### src/rtl/niosii_system_data_format_adapter_reader_pkg.sv
// Shared definitions for the data format adapter lookahead RAM: read latency and wrap-bit pointer type.
package niosII_system_dfa_pkg;

    localparam int READ_LATENCY      = 2;
    localparam int DFA_ADDRESS_WIDTH = 4;

    // One extra MSB wrap bit so that full and empty can be told apart.
    function automatic int ptr_width(input int address_width);
        return address_width + 1;
    endfunction

    typedef logic [DFA_ADDRESS_WIDTH:0] dfa_ptr_t;

endpackage

### src/rtl/niosii_system_data_format_adapter_reader_if.sv
// RAM read port plus Avalon-ST source between the reader (master) and its RAM/sink (slave).
interface niosii_system_data_format_adapter_reader_if #(
    parameter int DATA_WIDTH    = 8,
    parameter int ADDRESS_WIDTH = 4
);
    logic [ADDRESS_WIDTH-1:0] rd0_address;
    logic [DATA_WIDTH-1:0]    rd0_readdata;
    logic [DATA_WIDTH-1:0]    out_data;
    logic                     out_valid;
    logic                     out_ready;

    modport master (
        output rd0_address,
        input  rd0_readdata,
        output out_data,
        output out_valid,
        input  out_ready
    );

    modport slave (
        input  rd0_address,
        output rd0_readdata,
        input  out_data,
        input  out_valid,
        output out_ready
    );
endinterface

### src/rtl/niosii_system_data_format_adapter_reader_skid_fifo.sv
// Shift-register skid FIFO: entry 0 is the registered head, count feeds the reader's credit check.
module niosII_system_dfa_skid_fifo #(
    parameter int  DATA_WIDTH = 8,
    parameter int  SKID_DEPTH = 4,
    localparam int CNT_W      = $clog2(SKID_DEPTH) + 1,
    localparam int IDX_W      = $clog2(SKID_DEPTH)
) (
    input  logic                  clk,
    input  logic                  reset_n,
    input  logic                  push_i,
    input  logic                  pop_i,
    input  logic                  flush_i,
    input  logic [DATA_WIDTH-1:0] data_i,
    output logic [DATA_WIDTH-1:0] head_o,
    output logic                  empty_o,
    output logic [CNT_W-1:0]      count_o
);
    logic [DATA_WIDTH-1:0] mem_q [SKID_DEPTH];
    logic [CNT_W-1:0]      count_q;
    logic [IDX_W-1:0]      wr_idx;
    logic                  do_push;
    logic                  do_pop;

    always_comb begin
        do_pop  = pop_i && (count_q != '0) && !flush_i;
        do_push = push_i && !flush_i;
        // A same-cycle pop shifts everything down, so the new word lands one slot lower.
        wr_idx  = do_pop ? IDX_W'(count_q - 1'b1) : IDX_W'(count_q);
    end

    always_ff @(posedge clk or negedge reset_n) begin
        if (!reset_n) begin
            for (int i = 0; i < SKID_DEPTH; i++) mem_q[i] <= '0;
            count_q <= '0;
        end else if (flush_i) begin
            count_q <= '0;
        end else begin
            if (do_pop) begin
                for (int i = 0; i < SKID_DEPTH - 1; i++) mem_q[i] <= mem_q[i+1];
            end
            if (do_push) mem_q[wr_idx] <= data_i;
            count_q <= count_q + CNT_W'(do_push) - CNT_W'(do_pop);
        end
    end

    assign head_o  = mem_q[0];
    assign empty_o = (count_q == '0);
    assign count_o = count_q;

    assert property (@(posedge clk) disable iff (!reset_n)
        !(do_push && !do_pop && (count_q == CNT_W'(SKID_DEPTH))));

endmodule

### src/rtl/niosii_system_data_format_adapter_reader.sv
// Read-side controller for the adapter's lookahead RAM: credit-gated reads, 2-cycle pipeline, skid FIFO.
// Optional saturating starve counter port enabled by NIOSII_DFA_READER_STARVE_CNT_EN.
module niosii_system_data_format_adapter_reader
    import niosII_system_dfa_pkg::*;
#(
    parameter int  DATA_WIDTH    = 8,
    parameter int  ADDRESS_WIDTH = 4,
    parameter int  SKID_DEPTH    = 4,
    localparam int PTR_W         = ptr_width(ADDRESS_WIDTH)
) (
    input  logic             clk,
    input  logic             reset_n,
    input  logic [PTR_W-1:0] wr_ptr_i,
    output logic [PTR_W-1:0] rd_ptr_o,
    input  logic             flush_i,
    niosii_system_data_format_adapter_reader_if.master bus
`ifdef NIOSII_DFA_READER_STARVE_CNT_EN
    ,
    output logic [15:0]      starve_count_o
`endif
);
    localparam int CNT_W = $clog2(SKID_DEPTH) + 1;

    if (SKID_DEPTH < READ_LATENCY + 1 || (SKID_DEPTH & (SKID_DEPTH - 1)) != 0) begin : g_bad_depth
        $error("SKID_DEPTH must be a power of two and at least READ_LATENCY+1");
    end

    logic [PTR_W-1:0]      rd_ptr_q, rd_ptr_d;
    logic [PTR_W-1:0]      avail;
    logic                  p1_q, p1_d;
    logic                  p2_q, p2_d;
    logic                  issue, push, pop;
    logic                  fifo_empty;
    logic [CNT_W-1:0]      fifo_count;
    logic [CNT_W:0]        credits_used;
    logic [DATA_WIDTH-1:0] fifo_head;

    always_comb begin
        avail = wr_ptr_i - rd_ptr_q;
        pop   = !fifo_empty && bus.out_ready;
        // A pop this cycle frees its slot before the issue decision is made.
        credits_used = (CNT_W+1)'(p1_q) + (CNT_W+1)'(p2_q) + (CNT_W+1)'(fifo_count)
                     - (CNT_W+1)'(pop);
        issue = (avail != '0) && (credits_used < (CNT_W+1)'(SKID_DEPTH)) && !flush_i;

        rd_ptr_d = rd_ptr_q;
        if (flush_i)    rd_ptr_d = wr_ptr_i;
        else if (issue) rd_ptr_d = rd_ptr_q + 1'b1;

        p1_d = issue;
        p2_d = p1_q && !flush_i;
        push = p2_q && !flush_i;
    end

    always_ff @(posedge clk or negedge reset_n) begin
        if (!reset_n) begin
            rd_ptr_q <= '0;
            p1_q     <= 1'b0;
            p2_q     <= 1'b0;
        end else begin
            rd_ptr_q <= rd_ptr_d;
            p1_q     <= p1_d;
            p2_q     <= p2_d;
        end
    end

    niosII_system_dfa_skid_fifo #(
        .DATA_WIDTH (DATA_WIDTH),
        .SKID_DEPTH (SKID_DEPTH)
    ) u_skid (
        .clk     (clk),
        .reset_n (reset_n),
        .push_i  (push),
        .pop_i   (pop),
        .flush_i (flush_i),
        .data_i  (bus.rd0_readdata),
        .head_o  (fifo_head),
        .empty_o (fifo_empty),
        .count_o (fifo_count)
    );

    assign bus.rd0_address = rd_ptr_q[ADDRESS_WIDTH-1:0];
    assign bus.out_data    = fifo_head;
    assign bus.out_valid   = !fifo_empty;
    assign rd_ptr_o        = rd_ptr_q;

`ifdef NIOSII_DFA_READER_STARVE_CNT_EN
    logic [15:0] starve_q, starve_d;

    always_comb begin
        starve_d = starve_q;
        if (flush_i)                                                  starve_d = '0;
        else if (bus.out_ready && fifo_empty && starve_q != 16'hFFFF) starve_d = starve_q + 1'b1;
    end

    always_ff @(posedge clk or negedge reset_n) begin
        if (!reset_n) starve_q <= '0;
        else          starve_q <= starve_d;
    end

    assign starve_count_o = starve_q;
`endif

endmodule

### src/flat_wrapper.sv
// flat-port wrapper written by rule: the top's interface ports become plain ports
module niosii_system_data_format_adapter_reader_flat import niosII_system_dfa_pkg::*;
#(
    parameter int  DATA_WIDTH    = 8,
    parameter int  ADDRESS_WIDTH = 4,
    parameter int  SKID_DEPTH    = 4,
    localparam int PTR_W         = ptr_width(ADDRESS_WIDTH)
)
  (clk, reset_n, wr_ptr_i, rd_ptr_o, flush_i, bus_rd0_address, bus_rd0_readdata, bus_out_data, bus_out_valid, bus_out_ready);
  niosii_system_data_format_adapter_reader_if #(.DATA_WIDTH(DATA_WIDTH), .ADDRESS_WIDTH(ADDRESS_WIDTH)) bus_i ();
  input  logic clk;
  input  logic reset_n;
  input  logic [PTR_W-1:0] wr_ptr_i;
  output logic [PTR_W-1:0] rd_ptr_o;
  input  logic flush_i;
  output wire logic [$bits(bus_i.rd0_address)-1:0] bus_rd0_address;
  input wire logic [$bits(bus_i.rd0_readdata)-1:0] bus_rd0_readdata;
  output wire logic [$bits(bus_i.out_data)-1:0] bus_out_data;
  output wire logic [$bits(bus_i.out_valid)-1:0] bus_out_valid;
  input wire logic [$bits(bus_i.out_ready)-1:0] bus_out_ready;
  assign bus_rd0_address = bus_i.rd0_address;
  assign bus_i.rd0_readdata = bus_rd0_readdata;
  assign bus_out_data = bus_i.out_data;
  assign bus_out_valid = bus_i.out_valid;
  assign bus_i.out_ready = bus_out_ready;
  niosii_system_data_format_adapter_reader #(.DATA_WIDTH(DATA_WIDTH), .ADDRESS_WIDTH(ADDRESS_WIDTH), .SKID_DEPTH(SKID_DEPTH)) u_core (.clk(clk), .reset_n(reset_n), .wr_ptr_i(wr_ptr_i), .rd_ptr_o(rd_ptr_o), .flush_i(flush_i), .bus(bus_i));
endmodule
### config.mk
export PLATFORM = sky130hd
export DESIGN_NAME = niosii_system_data_format_adapter_reader_flat
export DESIGN_NICKNAME = d
export VERILOG_FILES = /design/src/rtl/niosii_system_data_format_adapter_reader_pkg.sv /design/src/rtl/niosii_system_data_format_adapter_reader_if.sv /design/src/rtl/niosii_system_data_format_adapter_reader_skid_fifo.sv /design/src/rtl/niosii_system_data_format_adapter_reader.sv /design/src/flat_wrapper.sv
export SDC_FILE = /design/constraint.sdc
export NUM_CORES = 1
export LEC_CHECK = 0
export CORE_AREA = 2 2 53 104
export DETAILED_ROUTE_END_ITERATION = 10
export DIE_AREA = 0 0 55 106
export PLACE_DENSITY = 0.72
export RECOVER_POWER = 100
export SETUP_SLACK_MARGIN = 0.15
export SLEW_MARGIN = 25
export SYNTH_ARGS = -nofsm -noshare
export SYNTH_HDL_FRONTEND = slang
export SYNTH_HIERARCHICAL = 1
export SYNTH_SLANG_ARGS = --single-unit
### constraint.sdc
create_clock -name clk -period 5.09 [get_ports clk]
set_clock_uncertainty 0.05 [all_clocks]
set_input_delay 0.7635 -clock clk [delete_from_list [all_inputs] [get_ports clk]]
set_output_delay 0.7635 -clock clk [all_outputs]
set_load 0.005 [all_outputs]
==> Yosys cells after proc, flatten, opt, wreduce, memory -nomap -nowiden <==
Cells that the tools add are included.
{ "totals": {"ff_bits": 42, "latch_bits": 0, "ram_bits": 0, "romBits": 0, "in_bits": 17, "out_inout_bits": 18, "mem_count": 0} }
{ "op_classes": {"add_sub_neg": 8, "mul": 0, "div": 0, "order_cmp": 3, "eq_ne": 0, "shifts": 0, "muxes": 10, "bitwise_logic": 2, "n_reduce_logical": 16} }
{ "op_table": {"columns": ["operator", "count"], "rows": [
  ["two-way mux 24 bit", 2],
  ["bitwise mux 32 bit", 1],
  ["two-way mux 32 bit", 1],
  ["demux 8 bit (select 2 bit)", 1],
  ["two-way mux 5 bit", 2],
  ["logical AND 1 bit", 9],
  ["two-way mux 8 bit", 1],
  ["adder 5 x 1 -> 5 bit, second input constant", 1],
  ["nonzero test 5 bit", 1],
  ["subtractor 5 bit", 1],
  ["adder 2 x 3 -> 4 bit", 1],
  ["less-than comparator 4 x 3 -> 1 bit, second input constant", 1],
  ["subtractor 4 x 1 -> 4 bit", 1],
  ["adder 3 x 1 -> 3 bit", 1],
  ["greater-or-equal comparator 3 bit, second input constant", 1],
  ["zero test 3 bit", 1],
  ["less-than comparator 3 x 1 -> 1 bit, second input constant", 1],
  ["two-way mux 3 bit", 1],
  ["NOT 2 -> 3 bit", 1],
  ["nonzero test 3 bit", 1],
  ["subtractor 3 x 1 -> 3 bit", 1],
  ["adder 1 x 1 -> 2 bit", 1],
  ["zero test 1 bit", 2],
  ["two-way mux 2 bit", 1],
  ["other kinds (4)", 4]
]} }

==> Longest topological paths before layout <==
{ "logic_depth": {"ltp_word": 13, "ltp_mapped": 16, "depth_no_buf": 15} }

==> Hierarchy <==
The synthesis kept the hierarchy.
{ "modules_own_cells": {"columns": ["mod", "instances", "cells_each", "area_per_inst_um2", "seq_area_each_um2"], "rows": [
  ["niosII_system_dfa_skid_fifo", 1, 162, 1749.2, 875.8],
  ["niosii_system_data_format_adapter_reader", 1, 74, 670.6, 175.2]
]} }

==> Least setup slack after synthesis <==
Ideal clock, no wire load.
{ "synth_path": {"path_kind": "register to register", "startpoint": "reg u_core.u_skid.count_q[0] (netlist: u_core/u_skid/count_o[0])", "endpoint": "reg u_core.rd_ptr_q[3] (netlist: u_core/rd_ptr_o[3])", "setup_ns": 0.082, "t_arrival_ns": 2.740, "t_required_ns": 4.958, "path_slack_ns": 2.218, "stages_incl_launch_ff": 15, "path_buffers": 1, "cell_sequence": "dfrtp_1 buf_2 inv_1 ha_1 nand2b_1 inv_1 nor2b_1 ha_1 inv_1 ha_1 a21o_1 a21oi_4 xnor2_2 or4_1 a31oi_1"} }
{ "synth_between": {"elab_chain_cells": 8} }
{ "synth_lines": {"columns": ["item", "line_no", "source"], "rows": [
  ["start: declaration", "niosii_system_data_format_adapter_reader_skid_fifo.sv:19", "logic [CNT_W-1:0] count_q;"],
  ["start signal: assignment", "niosii_system_data_format_adapter_reader_skid_fifo.sv:42", "count_q <= count_q + CNT_W'(do_push) - CNT_W'(do_pop);"],
  ["zero test 3 bit", "niosii_system_data_format_adapter_reader_skid_fifo.sv:47", "assign empty_o = (count_q == '0);"],
  ["via u_core.fifo_empty", "niosii_system_data_format_adapter_reader.sv:33", "logic fifo_empty;"],
  ["zero test 1 bit", "niosii_system_data_format_adapter_reader.sv:40", "pop = !fifo_empty && bus.out_ready;"],
  ["logical AND 1 bit", "niosii_system_data_format_adapter_reader.sv:40", null],
  ["via u_core.pop", "niosii_system_data_format_adapter_reader.sv:32", "logic issue, push, pop;"],
  ["subtractor 4 x 1 -> 4 bit", "niosii_system_data_format_adapter_reader.sv:43", "- (CNT_W+1)'(pop);"],
  ["less-than comparator 4 x 3 -> 1 bit", "niosii_system_data_format_adapter_reader.sv:44", "issue = (avail != '0) && (credits_used < (CNT_W+1)'(SKID_DEPTH)) && !flush_i;"],
  ["logical AND 1 bit (2 in a row)", "niosii_system_data_format_adapter_reader.sv:44", null],
  ["nonzero test 2 bit (no line)", null, null],
  ["end signal: assignment", "niosii_system_data_format_adapter_reader.sv:61", "rd_ptr_q <= rd_ptr_d;"],
  ["end: declaration", "niosii_system_data_format_adapter_reader.sv:28", "logic [PTR_W-1:0] rd_ptr_q, rd_ptr_d;"]
]} }
The timed path passes the listed nets, and every way through them passes these cells.
A chain may end at the register's enable or synchronous reset.

==> Final worst setup path <==
{ "layout_path": {"startpoint": "in flush_i", "endpoint": "reg u_core.u_skid.count_q[2] (netlist: u_core/u_skid/count_o[2])"} }
{ "layout_between": {"elab_chain_cells": 6} }
{ "layout_lines": {"columns": ["item", "line_no", "source"], "rows": [
  ["start: declaration", "flat_wrapper.sv:15", "input logic flush_i;"],
  ["zero test 1 bit", "niosii_system_data_format_adapter_reader.sv:52", "push = p2_q && !flush_i;"],
  ["logical AND 1 bit", "niosii_system_data_format_adapter_reader.sv:52", null],
  ["via u_core.push", "niosii_system_data_format_adapter_reader.sv:32", null],
  ["logical AND 1 bit", "niosii_system_data_format_adapter_reader_skid_fifo.sv:26", "do_push = push_i && !flush_i;"],
  ["adder 3 x 1 -> 3 bit", "niosii_system_data_format_adapter_reader_skid_fifo.sv:42", null],
  ["subtractor 3 x 1 -> 3 bit", "niosii_system_data_format_adapter_reader_skid_fifo.sv:42", null],
  ["two-way mux 3 bit", "niosii_system_data_format_adapter_reader_skid_fifo.sv:35", "end else if (flush_i) begin"]
]} }
The timed path passes the listed nets, and every way through them passes these cells.

==> qor.yml <==
job:
  cap_violations: 1
synth:
  ys_seq_area_share_pct: 43.4
  syn_area_per_cell_sq_um: 10.3
  ys_ff_latch: 42
  synth_top_area_cell: "dfrtp_1"
  syn_inst: 236
  yosysMostFrequentCell: "inv_1"
  syn_nets: 266
  yosysUniqueCellTypes: 42
  synth-edff-count: 0
  synth_commonest_cells: "inv_1, dfrtp_1, a222oi_1"
  syn_area_sq_um: 2420
  yosysWarnings: 6
  async_reset_ff_share_pct: 100
  synth_top_area_share_pct: 43.4
  synth.area.top_cells: "dfrtp_1, a222oi_1, inv_1"
  synthFlopType: "dfrtp_1"
finish:
  final_cell_area_sq_um: 2760
  area_growth_syn_to_layout_pct: 14.0
  fin_cells: 321
  fill_cells: 503
  antenna-diode-count: 0
  nets: 292
  drive_above_1_share_pct: 4.56
  regArea_sq_um: 1050
  multi_input_area_sq_um: 1010
  final_core_util_pct: 54.2
clocking:
  clockRootBuffer: "clkbuf_8"
  clk_latency_ps: 290
  cts_max_path_buffers: 2
  post_cts_buffers: 0
  hold_buffers: 0
  clkTransAtPathRegs_ps: 80
  cts-buffers-inserted: 5
  cts_tree: "yes"
  clock_sinks: 42
  cts.repair.resized: 0
  h-tree-depth: 2
timing:
  finalSetupViolCount: 0
  rsz0062_at_grt: "no"
  setup_slack_ps: 1410
  hold_violations: 0
  finalMaxSlewViolations: 43
  fin_crit_sh_pct: 72.4
  whs_ps: 451
  max_clock_freq_ghz: 0.271
  tightestPinTransition_ps: 2220
  min_period_ps: 3680
  finalSetupTns_ps: 0
  slew_headroom_pct: -48.1
placement:
  placed_area_sq_um: 2720
  dp_cells: 313
  pre_cts_slack_ps: 1660
  place_congestion: 0.864
  hpwl_mm: 3.83
  portBuffers: 34
setup_path:
  cp_cell_sequence: "dlygate4sd3_1, clkbuf_1, nor2_1, nor2b_1, inv_1, ha_1, inv_1, ha_1, inv_1, fa_1, xnor2_1, nor2_1"
  worstRegToRegCells: 13
  cp_slowest_stage_delay_ps: 530
  required_ps: 5180
  critPathLaunchType: "primary input"
  worstSetupPathType: "primary input to register"
  cp-end-kind: "register"
  crit_path_frequent_cell: "inv_1"
  reg2reg_from: "u_core/u_skid/count_o[0]$_DFF_PN0_"
  worst_path_max_delay_cell: "dlygate4sd3_1"
  timing.rr.end: "u_core/rd_ptr_o[3]$_DFFE_PN0P_"
  critical_path_peak_fanout: 20
  cp.arrival_ps: 3780
  regToRegSetupSlack_ps: 1780
detailed_routing:
  ant_nets: 0
  dr.first_iter.drc_count: 142
  viasPerCell: 5.84
  firstDrtPassIters: 7
  vias: 1876
  finalWirelength_mm: 5.36
  wl_per_cell_um: 16.7
  drc_errors: 0
floorplanning:
  start_util_pct: 47.5
  ios: 35
  die_area_sq_um: 5830
  coreArea_sq_um: 5090
  die_w_um: 55
  die_h_um: 106
  num_rows: 37
power_and_ir_drop:
  peakVddDrop_mv: 0.233
  powerDensity_nw_per_um2: 299
  leakagePower_nw: 1.30
  finalPower_uw: 824
global_routing:
  grt_util_met2_pct: 36.1
  grt_util_met1_pct: 23.7
  antenna_found_initial: 0
  grt_overflow: 0
  top_usage_layer: "met2"
  grt_first_pass_wirelength_mm: 8.63
  met3_usage_pct: 2.67
  grt_pass1_vias: 1820
  grt_usage_pct: 20.4
  grt_max_degree: 43
outcome:
  violations: "capacitance limit, slew limit"
  status: "finished with violations"
hold_path:
  hold_class: "register to register"
  holdPathStages: 1
## layer usage
metal  part of all wire, %  up-vias
met5                     0        -
met4                   2.1        0
met3                   3.7       10
met2                    56       60
met1                    39      928
li1                      -      878
## layout make-up
| type | instances | area share, % |
|---|---|---|
| sequential | 42 | 38.1 |
| multi-input combinational | 128 | 36.8 |
| timing repair buffer | 35 | 12.2 |
| inverter | 50 | 6.80 |
| clock buffer | 7 | 3.13 |
| tap | 58 | 2.63 |
| clock inverter | 1 | 0.317 |
## power breakdown
| part | switching, mW | internal [mW] |
|---|---|---|
| clock network | 0.118 | 0.112 |
| logic | 0.0945 | 0.104 |
| registers | 0.0253 | 0.369 |
| total | 0.238 | 0.585 |
## placed cells by master (no fill, tap or decap), types with 2 or more instances in the layout
| master | count |
|---|---|
| inv_1 | 48 |
| dfrtp_1 | 42 |
| a222oi_1 | 24 |
| dlygate4sd3_1 | 19 |
| nor2_1 | 17 |
| clkdlybuf4s50_1 | 14 |
| ha_1 | 12 |
| a21oi_1 | 9 |
| nor2b_1 | 8 |
| mux2_1 | 8 |
| xnor2_1 | 7 |
| clkbuf_8 | 6 |
| nand3_1 | 6 |
| a31oi_1 | 5 |
| clkbuf_1 | 3 |
| nand2_1 | 3 |
| o21ai_0 | 2 |
| nand4_1 | 2 |
| or4_1 | 2 |
| xor2_1 | 2 |
| o41a_1 | 2 |
| nand2b_1 | 2 |
| o21ai_1 | 2 |
## logic make-up (layout without fill, tap and decap cells)
group                      Yosys count  in the layout  synth area share [%]
DFF                                 42             42                  43.4
muxes                                9              9                  5.38
xor gates and xnor gates             9              9                  3.57
buffers and inverters               66             93                  12.6
AOI/OAI and AO/OA                   51             51                  18.0
and+or+nand+nor                     46             46                  9.98
adders and majority gates           13             13                  7.03
## critical path, delay by kind of cell
| kind | cells | cell delay (ps) |
|---|---|---|
| and+or+nand+nor | 3 | 830 |
| buffers and inverters | 5 | 1200 |
| xor gates and xnor gates | 1 | 170 |
| adders and majority gates | 3 | 820 |
## worst max-delay path by stage
stage,start,endpoint,cells after the start
CTS,u_core/u_skid/count_o[0]$_DFF_PN0_,u_core/rd_ptr_o[3]$_DFFE_PN0P_,13
finish,flush_i,u_core/u_skid/count_o[2]$_DFF_PN0_,12
global placement,flush_i,u_core/u_skid/count_o[2]$_DFF_PN0_,12
floorplan,u_core/u_skid/count_o[0]$_DFF_PN0_,u_core/rd_ptr_o[3]$_DFFE_PN0P_,14
detailed placement,flush_i,u_core/u_skid/count_o[2]$_DFF_PN0_,12
global route,flush_i,u_core/u_skid/count_o[2]$_DFF_PN0_,12
(Power assumes the default switching activity.)
